--- config.mk ---
export PLATFORM = sky130hd
export DESIGN_NAME = digital_tube_scan_ctrl_flat
export DESIGN_NICKNAME = d
export VERILOG_FILES = /design/src/rtl/digital_tube_scan_ctrl_pkg.sv /design/src/rtl/digital_tube_scan_ctrl_if.sv /design/src/rtl/digital_tube_scan_ctrl_seven_seg_decode.sv /design/src/rtl/digital_tube_scan_ctrl.sv /design/src/flat_wrapper.sv
export SDC_FILE = /design/constraint.sdc
export NUM_CORES = 1
export LEC_CHECK = 0
export ABC_CLOCK_PERIOD_IN_PS = 4500
export BUFFER_PORTS_ARGS = -buffer_cell sky130_fd_sc_hd__clkbuf_2
export CAP_MARGIN = 40
export CORE_MARGIN = 5
export CORE_UTILIZATION = 59
export CTS_CLUSTER_SIZE = 14
export DETAILED_ROUTE_END_ITERATION = 6
export PLACE_DENSITY = 0.91
export SLEW_MARGIN = 10
export SYNTH_ARGS = -nofsm -noshare
export SYNTH_HDL_FRONTEND = slang
export SYNTH_HIERARCHICAL = 1
export SYNTH_SLANG_ARGS = --single-unit
--- constraint.sdc ---
create_clock -name clk -period 4.5 [get_ports clk]
set_clock_uncertainty 0.15 [all_clocks]
set_input_delay 0 -clock clk [delete_from_list [all_inputs] [get_ports clk]]
set_output_delay 0 -clock clk [all_outputs]
set_load 0.02 [all_outputs]
--- src/rtl/digital_tube_scan_ctrl_pkg.sv ---
// Shared types and constants for the 4-digit multiplexed 7-segment scan controller.
package digital_tube_scan_ctrl_pkg;

  localparam int unsigned clkFreq_FPGA     = 27_000_000;
  localparam int unsigned PARAM_NUM_DIGITS = 4;

  typedef logic [PARAM_NUM_DIGITS-1:0] digital_tube_t;
  typedef logic [7:0]                  seg_pattern_t;

  typedef enum logic {
    SCAN_ON,
    SCAN_GUARD
  } scan_state_t;

  function automatic int unsigned max_u(input int unsigned a, input int unsigned b);
    return (a > b) ? a : b;
  endfunction

endpackage

--- src/rtl/digital_tube_scan_ctrl_if.sv ---
// Producer-side write channel: one display word plus decimal points, valid/ready handshake.
interface digital_tube_scan_ctrl_if;
  logic        wr_valid;
  logic        wr_ready;
  logic [15:0] wr_data;
  logic [3:0]  wr_dp;

  modport master (output wr_valid, output wr_data, output wr_dp, input wr_ready);
  modport slave  (input wr_valid, input wr_data, input wr_dp, output wr_ready);
endinterface

--- src/rtl/digital_tube_scan_ctrl_seven_seg_decode.sv ---
// Hex nibble to active-high 7-segment pattern {g,f,e,d,c,b,a}.
module seven_seg_decode (
  input  logic [3:0] hex,
  output logic [6:0] seg
);
  always_comb begin
    seg = 7'h00;
    case (hex)
      4'h0: seg = 7'h3F;
      4'h1: seg = 7'h06;
      4'h2: seg = 7'h5B;
      4'h3: seg = 7'h4F;
      4'h4: seg = 7'h66;
      4'h5: seg = 7'h6D;
      4'h6: seg = 7'h7D;
      4'h7: seg = 7'h07;
      4'h8: seg = 7'h7F;
      4'h9: seg = 7'h6F;
      4'hA: seg = 7'h77;
      4'hB: seg = 7'h7C;
      4'hC: seg = 7'h39;
      4'hD: seg = 7'h5E;
      4'hE: seg = 7'h79;
      4'hF: seg = 7'h71;
      default: seg = 7'h00;
    endcase
  end
endmodule

--- src/rtl/digital_tube_scan_ctrl.sv ---
// Scan scheduler for a 4-digit multiplexed 7-segment display with frame-synchronous word commit.
// Optional leading-zero blanking is enabled by defining DIGITAL_TUBE_LZB_EN.
module digital_tube_scan_ctrl
  import digital_tube_scan_ctrl_pkg::*;
#(
  parameter int unsigned CLK_FREQ_HZ = clkFreq_FPGA,
  parameter int unsigned TICK_HZ     = 100_000,
  parameter int unsigned ON_TICKS    = 90,
  parameter int unsigned GUARD_TICKS = 10
) (
  input  logic                           clk,
  input  logic                           rst_n,
  digital_tube_scan_ctrl_if.slave        wr,
  input  logic                           disp_en,
  output digital_tube_t                  tube_enable,
  output seg_pattern_t                   segment_out,
  output logic                           frame_done
);
  localparam int unsigned DIV     = CLK_FREQ_HZ / TICK_HZ;
  localparam int unsigned PRESC_W = (DIV > 1) ? $clog2(DIV) : 1;
  localparam int unsigned CNT_W   = $clog2(max_u(ON_TICKS, GUARD_TICKS) + 1);
  localparam int unsigned IDX_W   = $clog2(PARAM_NUM_DIGITS);
  localparam int unsigned WORD_W  = 4 * PARAM_NUM_DIGITS;

  localparam logic [PRESC_W-1:0] PRESC_LAST = PRESC_W'(DIV - 1);
  localparam logic [CNT_W-1:0]   ON_LAST    = CNT_W'(ON_TICKS);
  localparam logic [CNT_W-1:0]   GUARD_LAST = CNT_W'(GUARD_TICKS);
  localparam logic [CNT_W-1:0]   CNT_ONE    = CNT_W'(1);
  localparam logic [IDX_W-1:0]   IDX_LAST   = IDX_W'(PARAM_NUM_DIGITS - 1);

  logic [PRESC_W-1:0]          presc_reg;
  logic                        tick;
  scan_state_t                 state_reg, state_next;
  logic [CNT_W-1:0]            cnt_reg, cnt_next;
  logic [IDX_W-1:0]            idx_reg, idx_next;
  logic                        boundary;
  logic [WORD_W-1:0]           active_reg, active_next, pending_reg;
  logic [PARAM_NUM_DIGITS-1:0] active_dp_reg, active_dp_next, pending_dp_reg;
  logic                        pending_full_reg;
  logic                        accept, commit, show, blank;
  logic [3:0]                  digit_nib [PARAM_NUM_DIGITS];
  logic [6:0]                  dec_seg;
  digital_tube_t               en_next;
  seg_pattern_t                seg_next;

  assign tick = (presc_reg == PRESC_LAST);

  always_ff @(posedge clk or negedge rst_n) begin
    if (!rst_n) begin
      presc_reg <= '0;
    end else if (tick) begin
      presc_reg <= '0;
    end else begin
      presc_reg <= presc_reg + PRESC_W'(1);
    end
  end

  // The counter stays 0 only until the first tick after reset; entering a state loads 1
  // because the entering tick already counts as the first tick of that state.
  always_comb begin
    state_next = state_reg;
    cnt_next   = cnt_reg;
    idx_next   = idx_reg;
    boundary   = 1'b0;
    if (tick) begin
      case (state_reg)
        SCAN_ON: begin
          if (cnt_reg == ON_LAST) begin
            state_next = SCAN_GUARD;
            cnt_next   = CNT_ONE;
          end else begin
            cnt_next = cnt_reg + CNT_ONE;
          end
        end
        SCAN_GUARD: begin
          if (cnt_reg == GUARD_LAST) begin
            state_next = SCAN_ON;
            cnt_next   = CNT_ONE;
            idx_next   = idx_reg + IDX_W'(1);
            boundary   = (idx_reg == IDX_LAST);
          end else begin
            cnt_next = cnt_reg + CNT_ONE;
          end
        end
        default: state_next = SCAN_ON;
      endcase
    end
  end

  assign accept         = wr.wr_valid && !pending_full_reg;
  assign commit         = boundary && pending_full_reg;
  assign active_next    = commit ? pending_reg : active_reg;
  assign active_dp_next = commit ? pending_dp_reg : active_dp_reg;
  assign wr.wr_ready    = !pending_full_reg;

  for (genvar gi = 0; gi < PARAM_NUM_DIGITS; gi++) begin : g_nib
    assign digit_nib[gi] = active_next[4*gi +: 4];
  end

  seven_seg_decode u_decode (
    .hex (digit_nib[idx_next]),
    .seg (dec_seg)
  );

`ifdef DIGITAL_TUBE_LZB_EN
  logic [PARAM_NUM_DIGITS-1:0] upper_zero;
  for (genvar gi = 0; gi < PARAM_NUM_DIGITS; gi++) begin : g_lzb
    assign upper_zero[gi] = (active_next[WORD_W-1:4*gi] == '0);
  end
  assign blank = (idx_next != '0) && upper_zero[idx_next];
`else
  assign blank = 1'b0;
`endif

  assign show     = disp_en && (state_next == SCAN_ON) && (cnt_next != '0);
  assign en_next  = show ? (digital_tube_t'(1) << idx_next) : '0;
  assign seg_next = show ? {active_dp_next[idx_next], (blank ? 7'h00 : dec_seg)} : '0;

  always_ff @(posedge clk or negedge rst_n) begin
    if (!rst_n) begin
      state_reg        <= SCAN_ON;
      cnt_reg          <= '0;
      idx_reg          <= '0;
      active_reg       <= '0;
      active_dp_reg    <= '0;
      pending_reg      <= '0;
      pending_dp_reg   <= '0;
      pending_full_reg <= 1'b0;
      tube_enable      <= '0;
      segment_out      <= '0;
      frame_done       <= 1'b0;
    end else begin
      state_reg     <= state_next;
      cnt_reg       <= cnt_next;
      idx_reg       <= idx_next;
      active_reg    <= active_next;
      active_dp_reg <= active_dp_next;
      tube_enable   <= en_next;
      segment_out   <= seg_next;
      frame_done    <= boundary;
      if (accept) begin
        pending_reg      <= wr.wr_data;
        pending_dp_reg   <= wr.wr_dp;
        pending_full_reg <= 1'b1;
      end else if (commit) begin
        pending_full_reg <= 1'b0;
      end
    end
  end

endmodule

--- src/flat_wrapper.sv ---
// flat-port wrapper written by rule: the top's interface ports become plain ports
module digital_tube_scan_ctrl_flat import digital_tube_scan_ctrl_pkg::*;
#(
  parameter int unsigned CLK_FREQ_HZ = clkFreq_FPGA,
  parameter int unsigned TICK_HZ     = 100_000,
  parameter int unsigned ON_TICKS    = 90,
  parameter int unsigned GUARD_TICKS = 10
)
  (clk, rst_n, disp_en, tube_enable, segment_out, frame_done, wr_wr_valid, wr_wr_data, wr_wr_dp, wr_wr_ready);
  digital_tube_scan_ctrl_if wr_i ();
  input  logic clk;
  input  logic rst_n;
  input  logic disp_en;
  output digital_tube_t tube_enable;
  output seg_pattern_t segment_out;
  output logic frame_done;
  input wire logic [$bits(wr_i.wr_valid)-1:0] wr_wr_valid;
  input wire logic [$bits(wr_i.wr_data)-1:0] wr_wr_data;
  input wire logic [$bits(wr_i.wr_dp)-1:0] wr_wr_dp;
  output wire logic [$bits(wr_i.wr_ready)-1:0] wr_wr_ready;
  assign wr_i.wr_valid = wr_wr_valid;
  assign wr_i.wr_data = wr_wr_data;
  assign wr_i.wr_dp = wr_wr_dp;
  assign wr_wr_ready = wr_i.wr_ready;
  digital_tube_scan_ctrl #(.CLK_FREQ_HZ(CLK_FREQ_HZ), .TICK_HZ(TICK_HZ), .ON_TICKS(ON_TICKS), .GUARD_TICKS(GUARD_TICKS)) u_core (.clk(clk), .rst_n(rst_n), .wr(wr_i), .disp_en(disp_en), .tube_enable(tube_enable), .segment_out(segment_out), .frame_done(frame_done));
endmodule
==> results of run 1 <==
## worst min-delay path: cells and delay by family
kind / cells / cell delay, ps
buf+inv: 1 / 90
simple gates: 2 / 460
## placed cells by master, fill, tap and decap left out, types with 3 or more instances in the layout
cell | netlist | routed
sky130_fd_sc_hd__inv_1 | 11 | 11
sky130_fd_sc_hd__nor2_1 | 16 | 16
sky130_fd_sc_hd__and4_1 | 5 | 5
sky130_fd_sc_hd__xnor2_1 | 9 | 9
sky130_fd_sc_hd__dfrtp_1 | 73 | 73
sky130_fd_sc_hd__nor3b_1 | 7 | 7
sky130_fd_sc_hd__o21ai_0 | 16 | 16
sky130_fd_sc_hd__a21oi_1 | 5 | 5
sky130_fd_sc_hd__mux2_2 | 28 | 28
sky130_fd_sc_hd__buf_4 | 0 | 5
sky130_fd_sc_hd__nor4_2 | 2 | 4
sky130_fd_sc_hd__ha_1 | 12 | 12
sky130_fd_sc_hd__and3_1 | 3 | 3
sky130_fd_sc_hd__mux2i_1 | 3 | 3
sky130_fd_sc_hd__nor3_1 | 4 | 4
sky130_fd_sc_hd__nand2_1 | 23 | 23
sky130_fd_sc_hd__nand3_1 | 22 | 22
sky130_fd_sc_hd__clkbuf_8 | 0 | 9
sky130_fd_sc_hd__xor2_1 | 7 | 7
sky130_fd_sc_hd__clkbuf_2 | 0 | 36
sky130_fd_sc_hd__dlygate4sd3_1 | 0 | 22
sky130_fd_sc_hd__nor2b_1 | 3 | 3
sky130_fd_sc_hd__nand4_1 | 21 | 21
sky130_fd_sc_hd__nor4_1 | 7 | 5
sky130_fd_sc_hd__and2_1 | 3 | 3
## cells by family after synthesis
group                    after synthesis  synth area share
AND/OR/NAND/NOR                      127             0.197
flip-flops                            73             0.501
multiplexers                          35             0.120
AO/OA/AOI/OAI                         33            0.0583
buffers and inverters                 33            0.0442
XOR/XNOR                              16            0.0384
adder cells (fa/ha/maj)               12            0.0411
## stage by stage
step | util | power (mW) | instances | cell area (µm²) | worst slack (ps)
3_5_place_dp | 0.652 | 0.752 | 426 | 3880 | 524
3_3_place_gp | 0.649 | 0.745 | 425 | 3860 | 686
2_1_floorplan | - | 0.719 | 329 | 3650 | 903
6_report | 0.722 | 1.27 | 464 | 4300 | 470
5_1_grt | 0.722 | 1.32 | 464 | 4300 | 303
4_1_cts | 0.722 | 1.27 | 464 | 4300 | 496
## worst paths after layout
path	startpoint	end	slack [ps]
min	disp_en	u_core/segment_out[3]$_DFF_PN0_	90
min reg2reg	u_core/active_reg[13]$_DFF_PN0_	u_core/active_reg[13]$_DFF_PN0_	370
max	u_core/presc_reg[5]$_DFF_PN0_	u_core/segment_out[3]$_DFF_PN0_	470
min in group asynchronous	rst_n	u_core/active_dp_reg[1]$_DFF_PN0_	100
max reg2reg	u_core/presc_reg[5]$_DFF_PN0_	u_core/segment_out[3]$_DFF_PN0_	470
max in group asynchronous	rst_n	u_core/segment_out[1]$_DFF_PN0_	3550
## power breakdown
group / internal (mW) / total [mW] / leakage, nW / switching, mW
Clock: 0.258 / 0.513 / 0.0929 / 0.255
Combinational: 0.0381 / 0.0640 / 0.943 / 0.0259
Sequential: 0.676 / 0.690 / 0.969 / 0.0142
## routing by layer
layer	track usage	wire length [µm]	vias up
met3	0.0456	479	13
li1	-	-	1305
met5	0	0	-
met2	0.343	3810	110
met1	0.297	3290	1373
met4	0.0907	128	0
## final cells by class
| class | count | area, µm² | share of cell area |
|---|---|---|---|
| Timing Repair Buffer | 65 | 463 | 0.108 |
| Sequential cell | 73 | 1830 | 0.425 |
| Clock buffer | 10 | 128 | 0.0297 |
| Clock inverter | 6 | 67.6 | 0.0157 |
| Inverter | 12 | 45.0 | 0.0105 |
| Tap cell | 75 | 93.8 | 0.0218 |
| Multi-Input combinational cell | 223 | 1670 | 0.390 |
==> results.toml, run 1 <==
[placement]
finalWeightedCongestion = 0.896
placement.io_buffers = 37
dp.final_hpwl_um = 5220

[layout]
filler_cell_count = 398
area.growth.synth_to_final_pct = 17.8
final_net_count = 420
antenna_cells_inserted = 0
share_of_final_layout_standard_cells_stronger_than_drive_strength_1 = 0.252

[floorplanning]
die_area_um2 = 7860
core_region_area_um2 = 5960
floorplan.initialDensity = 0.613
i_o_pin_count = 38
dieHeight_um = 88.7
floorplan.die.width_um = 88.7
placement_row_count = 28

[global_route]
wire_length_of_the_first_global_routing_pass_um = 13200
grt_max_degree = 39
grt_antenna_before_repair = 0
overall_track_demand_over_capacity_in_global_routing = 0.219
vias_in_the_first_global_route = 2706
grt.overflow.total = 0

[timing]
worst_slew_margin_rel = 0.438
rsz0062_at_grt = "no"
finalCritPeriodShare = 0.896
max_clock_freq_mhz = 248
timing_worst_slew_pin_value_ps = 837
hold_ws_ps = 86.5
hold_viol = 0
setup_viol_count_final = 0
fin_setup_tns_ps = 0
period_minus_slack_ps = 4030
final_max_slew_violation_count = 0

[synthesis]
synth_area_leader_cell = "sky130_fd_sc_hd__dfrtp_1"
synthDominantCellAreaShare = 0.501
synth-main-ff-cell = "sky130_fd_sc_hd__dfrtp_1"
synth.ff_latch_count = 73
synth-edff-count = 0
most_instantiated_library_cell_after_synthesis = "sky130_fd_sc_hd__dfrtp_1"
synth-seq-area-share = 0.501
synthArstFlopShare = 1.00
syn_area_um2 = 3650
synthesis.area_per_instance_um2 = 11.1
synthesis.yosys.warnings = 6
postSynthCellCount = 329
synth.cells.most_frequent = "sky130_fd_sc_hd__dfrtp_1, sky130_fd_sc_hd__mux2_2, sky130_fd_sc_hd__nand2_1, sky130_fd_sc_hd__nand3_1, sky130_fd_sc_hd__nand4_1"
netlist_top_cells_area = "sky130_fd_sc_hd__dfrtp_1, sky130_fd_sc_hd__mux2_2, sky130_fd_sc_hd__ha_1, sky130_fd_sc_hd__nand4_1, sky130_fd_sc_hd__nand3_1"
yosysUniqueCellTypes = 49
syn-num-nets = 365

[pwr]
vdd_ir_drop_max_v = 0.000256
p_per_area_nw_per_um2 = 295
power_leakage_nw = 2.00

[worst_setup_path]
critical_path.max_stage_delay_ps = 590
crit_type = "flop to flop"
critPathCaptureType = "flop"
path_depth = 10
critPathTopFamily = "simple AND/OR/NAND/NOR gates"
max_fanout_on_critical_path = 11
reg2regPathDepth = 10
startpoint_types = "flop"
worst-endpoint-required_ps = 4570
worst_path_most_repeated_cell = "sky130_fd_sc_hd__inv_1"
path_buf_inv = 2
critical_path_arrival_ps = 4100
worst_path_max_delay_cell = "sky130_fd_sc_hd__or4_4"
crit_chain = "or4_4, nor4_2, xnor2_1, inv_1, nand4_1, and4_1, inv_1, ha_1, mux4_1, nor3b_1"

[cts]
cts-resized-gates = 0
numCtsBuffers = 9
clock_tree.htree_level_count = 3
cts_buffer_depth = 2
post-cts-setup-buffer-count = 0
cts.hold.buffers_added = 22
cts.clk_slew.worst_paths_ps = 80
clock_insertion_delay_worst_skew_ps = 350
cts_tree = "built"
clock_sink_count = 73
cts_root_buf = "sky130_fd_sc_hd__clkbuf_8"

[flow_run]
timing.max_cap.violations = 0

[routing]
detail_route.wl_per_cell_um = 16.6
via_count = 2801
vias_per_cell = 6.04
detail_route.iter0.violations = 144
detail_route.first_pass.iterations = 6
detail_route.drc_violations = 0
drt.antenna.violating_nets = 0
routed_wl_um = 7700

[status]
status = "complete, no violations"

[worst_hold_path]
timing.hold.worst_path_depth = 3
class_of_the_tightest_hold_or_removal_check = "primary input to flop"
(Power assumes the default switching activity.)
==> inputs of run 2 (changes only) <==
Settings changed: ABC_CLOCK_PERIOD_IN_PS 4500 to 4700, CORE_UTILIZATION 59 to 60, PLACE_DENSITY 0.91 to 0.92, REMOVE_ABC_BUFFERS set to 1.
Clock period 4.5 ns to 4.7 ns, I/O delays scaled along.
==> run 2 against run 1 <==
Core utilization is 0.22 points higher. Routed wire length up 0.74%. Sequential share of layout area rose by 0.12 points. Worst hold slack worse by 79 ps. Count of clock-buffer cells in the layout is 4 higher. Sequential cell count unchanged. Register-to-register slack better by 200 ps. First-iteration DRC count grew 49%. Largest cell class unchanged. Largest power group unchanged. Highest routed layer unchanged.
==> results.toml, run 2 (same netlist as run 1, synthesis figures left out) <==
[status]
status = "complete, no violations"

[worst_setup_path]
crit_chain = "or4_4, nor4_2, xnor2_1, inv_1, nand4_1, and4_1, inv_1, ha_1, mux4_1, nor3b_1"
path_buf_inv = 2
critical_path_arrival_ps = 4090
startpoint_types = "flop"
worst-endpoint-required_ps = 4760
critical_path.max_stage_delay_ps = 590
reg2regPathDepth = 10
critPathCaptureType = "flop"
worst_path_most_repeated_cell = "sky130_fd_sc_hd__inv_1"
path_depth = 10
worst_path_max_delay_cell = "sky130_fd_sc_hd__or4_4"
crit_type = "flop to flop"
critPathTopFamily = "simple AND/OR/NAND/NOR gates"
max_fanout_on_critical_path = 11

[cts]
cts_buffer_depth = 2
clock_insertion_delay_worst_skew_ps = 340
cts.clk_slew.worst_paths_ps = 70
cts_root_buf = "sky130_fd_sc_hd__clkbuf_8"
cts_tree = "built"
clock_sink_count = 73
numCtsBuffers = 9
clock_tree.htree_level_count = 3

[routing]
routed_wl_um = 7760
detail_route.iter0.violations = 214
via_count = 2760
detail_route.first_pass.iterations = 4
detail_route.wl_per_cell_um = 16.7
vias_per_cell = 5.95
detail_route.drc_violations = 0
drt.antenna.violating_nets = 0

[pwr]
total_switching_power_mw = 0.260
power_leakage_nw = 2.00
p_per_area_nw_per_um2 = 272
power.share.clock = 0.379
power.sequential.fraction = 0.567
p_int_mw = 0.906
post-layout-total-power_mw = 1.17
share_comb_of_total_power = 0.053
p_sw_frac = 0.223
vdd_ir_drop_max_v = 0.000185

[layout]
design_area_um2 = 4290
final_net_count = 420
most_common_cell_after_layout_fill_and_taps_aside = "sky130_fd_sc_hd__dfrtp_1"
share_of_final_layout_standard_cells_stronger_than_drive_strength_1 = 0.247
antenna_cells_inserted = 0
post-route-util = 0.724
area.growth.synth_to_final_pct = 17.4
most-common-layout-cells = "sky130_fd_sc_hd__dfrtp_1, sky130_fd_sc_hd__clkbuf_2, sky130_fd_sc_hd__mux2_2"

[floorplanning]
i_o_pin_count = 38
dieHeight_um = 88.0
core_region_area_um2 = 5920
floorplan.die.width_um = 88.0
die_area_um2 = 7740
placement_row_count = 28
floorplan.initialDensity = 0.616

[timing]
max_clock_freq_mhz = 248
final_max_slew_violation_count = 0
rsz0062_at_grt = "no"
hold_viol = 0
postLayoutSetupSlackWorst_ps = 670
period_minus_slack_ps = 4030
setup_viol_count_final = 0
fin_setup_tns_ps = 0
timing_worst_slew_pin_value_ps = 836
finalCritPeriodShare = 0.857
worst_slew_margin_rel = 0.440

[global_route]
vias_in_the_first_global_route = 2783
wire_length_of_the_first_global_routing_pass_um = 13200
grt.overflow.total = 0
overall_track_demand_over_capacity_in_global_routing = 0.224
grt_antenna_before_repair = 0
grt_max_degree = 54

[placement]
placed_cell_area_um2 = 3890
detailedPlace.worstSlack_ps = 708
placement.io_buffers = 37
finalWeightedCongestion = 0.913
dp.final_hpwl_um = 5350

[worst_hold_path]
class_of_the_tightest_hold_or_removal_check = "primary input to async pin"

[flow_run]
timing.max_cap.violations = 0
==> run 2: changes by cell type in the layout (fill, tap and decap cells not counted), sizes merged <==
cell      delta
clkinv       -1
clkinvlp     -1
clkbuf       +4
inv          -1
bufinv       -1
==> run 2: final timing paths <==
kind                                                    from                           endpoint  slack, ps
max in group asynchronous                              rst_n  u_core/pending_reg[0]$_DFFE_PN0P_       3850
hold / removal                                         rst_n      u_core/presc_reg[5]$_DFF_PN0_          7
setup / recovery               u_core/presc_reg[5]$_DFF_PN0_    u_core/segment_out[3]$_DFF_PN0_        670
min in group clk                                     disp_en    u_core/segment_out[3]$_DFF_PN0_         90
setup reg to reg               u_core/presc_reg[5]$_DFF_PN0_    u_core/segment_out[3]$_DFF_PN0_        670
hold reg to reg            u_core/pending_reg[3]$_DFFE_PN0P_  u_core/pending_reg[3]$_DFFE_PN0P_        370
==> run 2: worst reg2reg max path: cells and delay by family (launching register included) <==
family	cells	cell delay [ps]
AND/OR/NAND/NOR	5	1600
buffers and inverters	2	510
multiplexers	1	490
flip-flops	1	420
XOR/XNOR	1	420
adder cells (fa/ha/maj)	1	320
==> run 2: power by group through the flow <==
stage                     Combinational, mW  Clock, mW  Sequential [mW]
after floorplan                      0.0202          0            0.668
after global placement               0.0420          0            0.671
after detailed placement             0.0482          0            0.673
after CTS                            0.0624      0.447            0.661
after global routing                 0.0697      0.476            0.663
final                                0.0623      0.442            0.661
==> run 2: what timing repair did <==
item,CTS,global route
endpoints found under the hold margin,94,0
setup buffers,0,0
resized for setup,0,0
setup endpoints to repair,0,0
hold buffers,22,0
==> run 2: area by class of cell <==
type | count | area (µm²)
sequential | 73 | 1830
multi-input combinational | 223 | 1670
fill | 408 | 1640
timing repair buffer | 65 | 470
clock buffer | 14 | 163
tap | 75 | 93.8
inverter | 12 | 45.0
clock inverter | 2 | 12.5
==> run 2: metrics by stage <==
stage	instances	hold slack (ps)
4_1_cts	464	7.90
6_report	464	7.12
2_1_floorplan	308	-446
3_5_place_dp	426	-159
3_3_place_gp	425	80.2
5_1_grt	464	50.3
==> run 2: routing by layer <==
layer | vias up | global-route usage | routed length [µm]
met2 | 85 | 0.365 | 3940
li1 | 1296 | - | -
met3 | 9 | 0.0480 | 453
met1 | 1370 | 0.294 | 3280
met4 | 0 | 0.0851 | 80
met5 | - | 0 | 0
